### src/rtl/updown_counter_pkg.sv
// Shared encodings for the up/down modulo counter: boundary mode and count direction.
package updown_counter_pkg;

    localparam logic MODE_WRAP = 1'b0;
    localparam logic MODE_SAT  = 1'b1;

    localparam logic DIR_DOWN  = 1'b0;
    localparam logic DIR_UP    = 1'b1;

endpackage

### src/rtl/updown_counter_mod_if.sv
// Control and status bundle of the up/down modulo counter.
// There is no valid/ready handshake: the counter samples every control input on each rising clk edge.
interface updown_counter_mod_if #(
    parameter int WIDTH = 4
);
    logic             en;
    logic             ud;
    logic             load;
    logic [WIDTH-1:0] din;
    logic [WIDTH-1:0] limit;
    logic             clr_flags;
    logic [WIDTH-1:0] count;
    logic             tc;
    logic             ovf;
    logic             unf;

    modport master (
        output en, ud, load, din, limit, clr_flags,
        input  count, tc, ovf, unf
    );

    modport slave (
        input  en, ud, load, din, limit, clr_flags,
        output count, tc, ovf, unf
    );
endinterface

### src/rtl/updown_counter_mod.sv
// Parametrised up/down modulo counter (range 0..limit) with load, enable,
// wrap/saturate boundaries, a terminal-count pulse and sticky overflow/underflow flags.
module updown_counter_mod
    import updown_counter_pkg::*;
#(
    parameter int               WIDTH    = 4,
    parameter int               SATURATE = 0,
    parameter logic [WIDTH-1:0] RST_VAL  = '0
) (
    input logic                 clk,
    input logic                 rst,
    updown_counter_mod_if.slave bus
);

    localparam logic MODE = (SATURATE != 0) ? MODE_SAT : MODE_WRAP;

    logic [WIDTH-1:0] r_count;
    logic             r_tc;
    logic             r_ovf;
    logic             r_unf;

    logic [WIDTH-1:0] w_next_count;
    logic             w_up_evt;
    logic             w_dn_evt;

    // A count above a lowered limit counts as "at or past the top" when stepping up.
    always_comb begin
        w_next_count = r_count;
        w_up_evt     = 1'b0;
        w_dn_evt     = 1'b0;
        if (bus.load) begin
            w_next_count = (bus.din <= bus.limit) ? bus.din : bus.limit;
        end else if (bus.en) begin
            if (bus.ud == DIR_UP) begin
                if (r_count < bus.limit) begin
                    w_next_count = r_count + 1'b1;
                end else begin
                    w_up_evt     = 1'b1;
                    w_next_count = (MODE == MODE_SAT) ? bus.limit : '0;
                end
            end else begin
                if (r_count != '0) begin
                    w_next_count = r_count - 1'b1;
                end else begin
                    w_dn_evt     = 1'b1;
                    w_next_count = (MODE == MODE_SAT) ? '0 : bus.limit;
                end
            end
        end
    end

    always_ff @(posedge clk or posedge rst) begin
        if (rst) begin
            r_count <= RST_VAL;
            r_tc    <= 1'b0;
            r_ovf   <= 1'b0;
            r_unf   <= 1'b0;
        end else begin
            r_count <= w_next_count;
            r_tc    <= w_up_evt | w_dn_evt;
            // A new event outranks a same-cycle clear.
            if (w_up_evt)           r_ovf <= 1'b1;
            else if (bus.clr_flags) r_ovf <= 1'b0;
            if (w_dn_evt)           r_unf <= 1'b1;
            else if (bus.clr_flags) r_unf <= 1'b0;
        end
    end

    assign bus.count = r_count;
    assign bus.tc    = r_tc;
    assign bus.ovf   = r_ovf;
    assign bus.unf   = r_unf;

endmodule
### src/flat_wrapper.sv
// flat-port wrapper written by rule: the top's interface ports become plain ports
module updown_counter_mod_flat import updown_counter_pkg::*;
#(
    parameter int               WIDTH    = 4,
    parameter int               SATURATE = 0,
    parameter logic [WIDTH-1:0] RST_VAL  = '0
)
  (clk, rst, bus_en, bus_ud, bus_load, bus_din, bus_limit, bus_clr_flags, bus_count, bus_tc, bus_ovf, bus_unf);
  updown_counter_mod_if #(.WIDTH(WIDTH)) bus_i ();
  input logic clk;
  input logic rst;
  input wire logic [$bits(bus_i.en)-1:0] bus_en;
  input wire logic [$bits(bus_i.ud)-1:0] bus_ud;
  input wire logic [$bits(bus_i.load)-1:0] bus_load;
  input wire logic [$bits(bus_i.din)-1:0] bus_din;
  input wire logic [$bits(bus_i.limit)-1:0] bus_limit;
  input wire logic [$bits(bus_i.clr_flags)-1:0] bus_clr_flags;
  output wire logic [$bits(bus_i.count)-1:0] bus_count;
  output wire logic [$bits(bus_i.tc)-1:0] bus_tc;
  output wire logic [$bits(bus_i.ovf)-1:0] bus_ovf;
  output wire logic [$bits(bus_i.unf)-1:0] bus_unf;
  assign bus_i.en = bus_en;
  assign bus_i.ud = bus_ud;
  assign bus_i.load = bus_load;
  assign bus_i.din = bus_din;
  assign bus_i.limit = bus_limit;
  assign bus_i.clr_flags = bus_clr_flags;
  assign bus_count = bus_i.count;
  assign bus_tc = bus_i.tc;
  assign bus_ovf = bus_i.ovf;
  assign bus_unf = bus_i.unf;
  updown_counter_mod #(.WIDTH(WIDTH), .SATURATE(SATURATE), .RST_VAL(RST_VAL)) u_core (.clk(clk), .rst(rst), .bus(bus_i));
endmodule
### config.mk
export PLATFORM = sky130hd
export DESIGN_NAME = updown_counter_mod_flat
export DESIGN_NICKNAME = d
export VERILOG_FILES = /design/src/rtl/updown_counter_pkg.sv /design/src/rtl/updown_counter_mod_if.sv /design/src/rtl/updown_counter_mod.sv /design/src/flat_wrapper.sv
export SDC_FILE = /design/constraint.sdc
export NUM_CORES = 1
export LEC_CHECK = 0
export CORE_UTILIZATION = 30
export DETAILED_ROUTE_END_ITERATION = 10
export GPL_ROUTABILITY_DRIVEN = 1
export PLACE_DENSITY = 0.52
export SYNTH_ARGS = -nofsm -noshare
export SYNTH_HDL_FRONTEND = slang
export SYNTH_SLANG_ARGS = --single-unit
### constraint.sdc
create_clock -name clk -period 2.95 [get_ports clk]
set_input_delay 0.59 -clock clk [delete_from_list [all_inputs] [get_ports clk]]
set_output_delay 0.59 -clock clk [all_outputs]
set_load 0.1 [all_outputs]
==> results.ini <==
[clocking]
clk_pin_slew_worst_paths_ps = 60
root_buffer = clkbuf_4
clkLatencyLatePin_ps = 250
cts_tree = done
cts_setup_buffers = 0
cts.repair.resized = 0
numCtsBuffers = 3
ctsHoldBuffers = 0
clock_tree.buffer_depth = 2
htreeDepth = 1
clock-sinks = 7

[setup_path]
crit_chain = clkdlybuf4s50_1, inv_1, ha_1, a21oi_1, nor2b_1, o32a_4, mux2_4, a22o_1
required_ps = 3090
cp_slowest_cell = clkdlybuf4s50_1
cp_max_fo = 5
crit_type = primary input to flop
critPathLaunchType = primary input
endpoint_kind = flop
cpPeakStageDelay_ps = 510
arrival_ps = 2570

[synth]
yosys_warnings = 0
ys_ff_latch = 7
syn-mean-instance-area_sq_um = 8.52
synth_cell_type_count = 33
syn_nets = 108
synth_area_sq_um = 724
seq_area_frac_synth = 0.242
syn_inst = 85

[drt]
drtPass1Iterations = 4
drcViolationCount = 0
drt_iter0_drc = 9
num_vias = 679
avgViaCountPerCell = 5.11
wire_per_inst_microns = 12.6
postRouteAntennaNets = 0
wl_microns = 1680

[power_and_ir_drop]
ir_drop_mv = 0.214
power.density_nw_per_um2 = 511
p_leak_nw = 0.433

[global_route]
antenna_found_initial = 0
grt.met3_usage = 0.0298
grt_pass1_vias = 681
top_usage_layer = met2
grt_usage = 0.154
grt_max_degree = 12
grt_first_pass_wirelength_microns = 2970
use_met2 = 0.241
gr-usage-met1 = 0.201
overflow = 0

[floorplanning]
start_util = 0.321
dieArea_sq_um = 2620
ios = 21
die_w_microns = 51.1
coreArea_sq_um = 2250
die_h_microns = 51.1
fp-row-count = 17

[placed_design]
dpl_worst_slack_ps = 247
gp_congestion = 0.740
port_buffers = 20
dp_hpwl_microns = 1330
dp.cells = 129

[layout]
multi_input_area_sq_um = 480
regArea_sq_um = 175
layoutNonFillerInstCount = 133
layout-drive-gt1-share = 0.124
area_growth_pct = 30.4
fin_nets = 129
fillers = 246
n_antenna_cell = 0

[hold_path]
min_path_type = flop to flop

[sta]
drv_slew = 0
fin_tns_setup_ps = 0
worstMarginPinSlew_ps = 421
worst_slack_ps = 525
slew_headroom = 0.718
fmax_mhz = 412
grt_setup_unrepaired = no
period_share = 0.822
worst_hold_slack_ps = 524
clock_skew_ps = 6.42
min_period_ps = 2430
setup_viol = 0
hold_violations = 0

[status]
status = finished, final reports clean

[run]
drv_cap = 0

[cells in the mapped netlist]
master,instances,area (sq um)
a21oi_1,5,25.0
a22o_1,1,8.76
a2bb2oi_1,1,8.76
a31oi_1,1,6.26
buf_2,1,5.00
buf_6,1,11.3
clkbuf_1,2,7.51
dfrtp_1,7,175
ha_1,9,113
inv_1,12,45.0
mux2_4,1,15.0
mux2i_1,4,40.0
nand2_1,1,3.75
nand2b_1,2,12.5
nand3_1,4,20.0
nand3b_1,2,15.0
nand4_1,1,6.26
nor2_1,5,18.8
nor2b_1,3,18.8
nor3_1,1,5.00
nor3_2,1,10.0
nor3b_1,2,15.0
nor4_1,1,6.26
o211ai_1,2,15.0
o21ai_0,6,30.0
o21ai_1,1,5.00
o221ai_1,2,17.5
o311ai_0,1,8.76
o32a_4,1,22.5
o32ai_1,1,8.76
or3b_1,1,8.76
or4_1,1,7.51
xor2_1,1,8.76
[final cells by class]
cell class | instances | area share
Clock buffer | 4 | 0.0278
Inverter | 12 | 0.0477
Multi-Input combinational cell | 62 | 0.509
Sequential cell | 7 | 0.185
Tap cell | 28 | 0.0371
Timing Repair Buffer | 20 | 0.193
[through the flow]
step	total power (W)	cell area, sq um	util
final	0.000483	945	0.419
after global routing	0.000521	945	0.419
after CTS	0.000489	945	0.419
after detailed placement	0.000399	918	0.407
after global placement	0.000399	918	0.407
after floorplan	0.000333	724	-
[path summary, 6_finish.rpt]
| check | start | to | slack, ps | cells past startpoint |
|---|---|---|---|---|
| min | u_core.bus.unf | u_core.bus.unf | 520 | 2 |
| max | bus_limit[2] | u_core.bus.count[0] | 520 | 8 |
| max in group asynchronous | rst | u_core.bus.count[3] | 2160 | 2 |
| max reg2reg | u_core.bus.count[0] | u_core.bus.count[3] | 980 | 7 |
| min reg2reg | u_core.bus.unf | u_core.bus.unf | 520 | 2 |
| min in group asynchronous | rst | u_core.bus.unf | 570 | 2 |
[layout by cell type, fill, tap and decap left out, drive strengths merged, types with 2 or more instances in the layout]
cell           Yosys  final
o221ai             2      2
nand3b             2      2
inv               12     12
clkbuf             2      4
buf                2      7
nand2b             2      2
nor3               2      2
mux2i              4      4
ha                 9      9
o211ai             2      2
a21oi              5      5
clkdlybuf4s50      0     13
nand3              4      4
nor3b              2      2
dfrtp              7      7
nor2               5      5
o21ai              7      7
nor2b              3      3
[cells by family (layout without fill, tap and decap cells)]
logic type | Yosys count | after routing | synth area share
compound gates | 22 | 22 | 0.216
xor+xnor | 1 | 1 | 0.0121
simple gates | 25 | 25 | 0.204
flops | 7 | 7 | 0.242
buf+inv | 16 | 36 | 0.0950
mux | 5 | 5 | 0.0760
fa+ha+maj | 9 | 9 | 0.155
[registers in the layout, indices dropped and copies added (netlist names)]
signal / count
u_core.bus.count: 4
u_core.bus.unf: 1
u_core.bus.tc: 1
u_core.bus.ovf: 1
[metal layers]
layer  wire, microns  vias up
li1                -      349
met1             819      309
met2             755       19
met3              95        2
met4               8        0
met5               0        -
[power breakdown]
group          switching, W  internal, W
clock network     0.0000352    0.0000516
registers         0.0000285     0.000109
logic              0.000169    0.0000902
total              0.000233     0.000250
[critical path, delay by kind of cell]
kind / cells / cell delay [ps]
compound gates: 3 / 710
buf+inv: 2 / 590
fa+ha+maj: 1 / 300
mux: 1 / 300
simple gates: 1 / 70
Note: power is estimated with default switching activity, not from simulation.
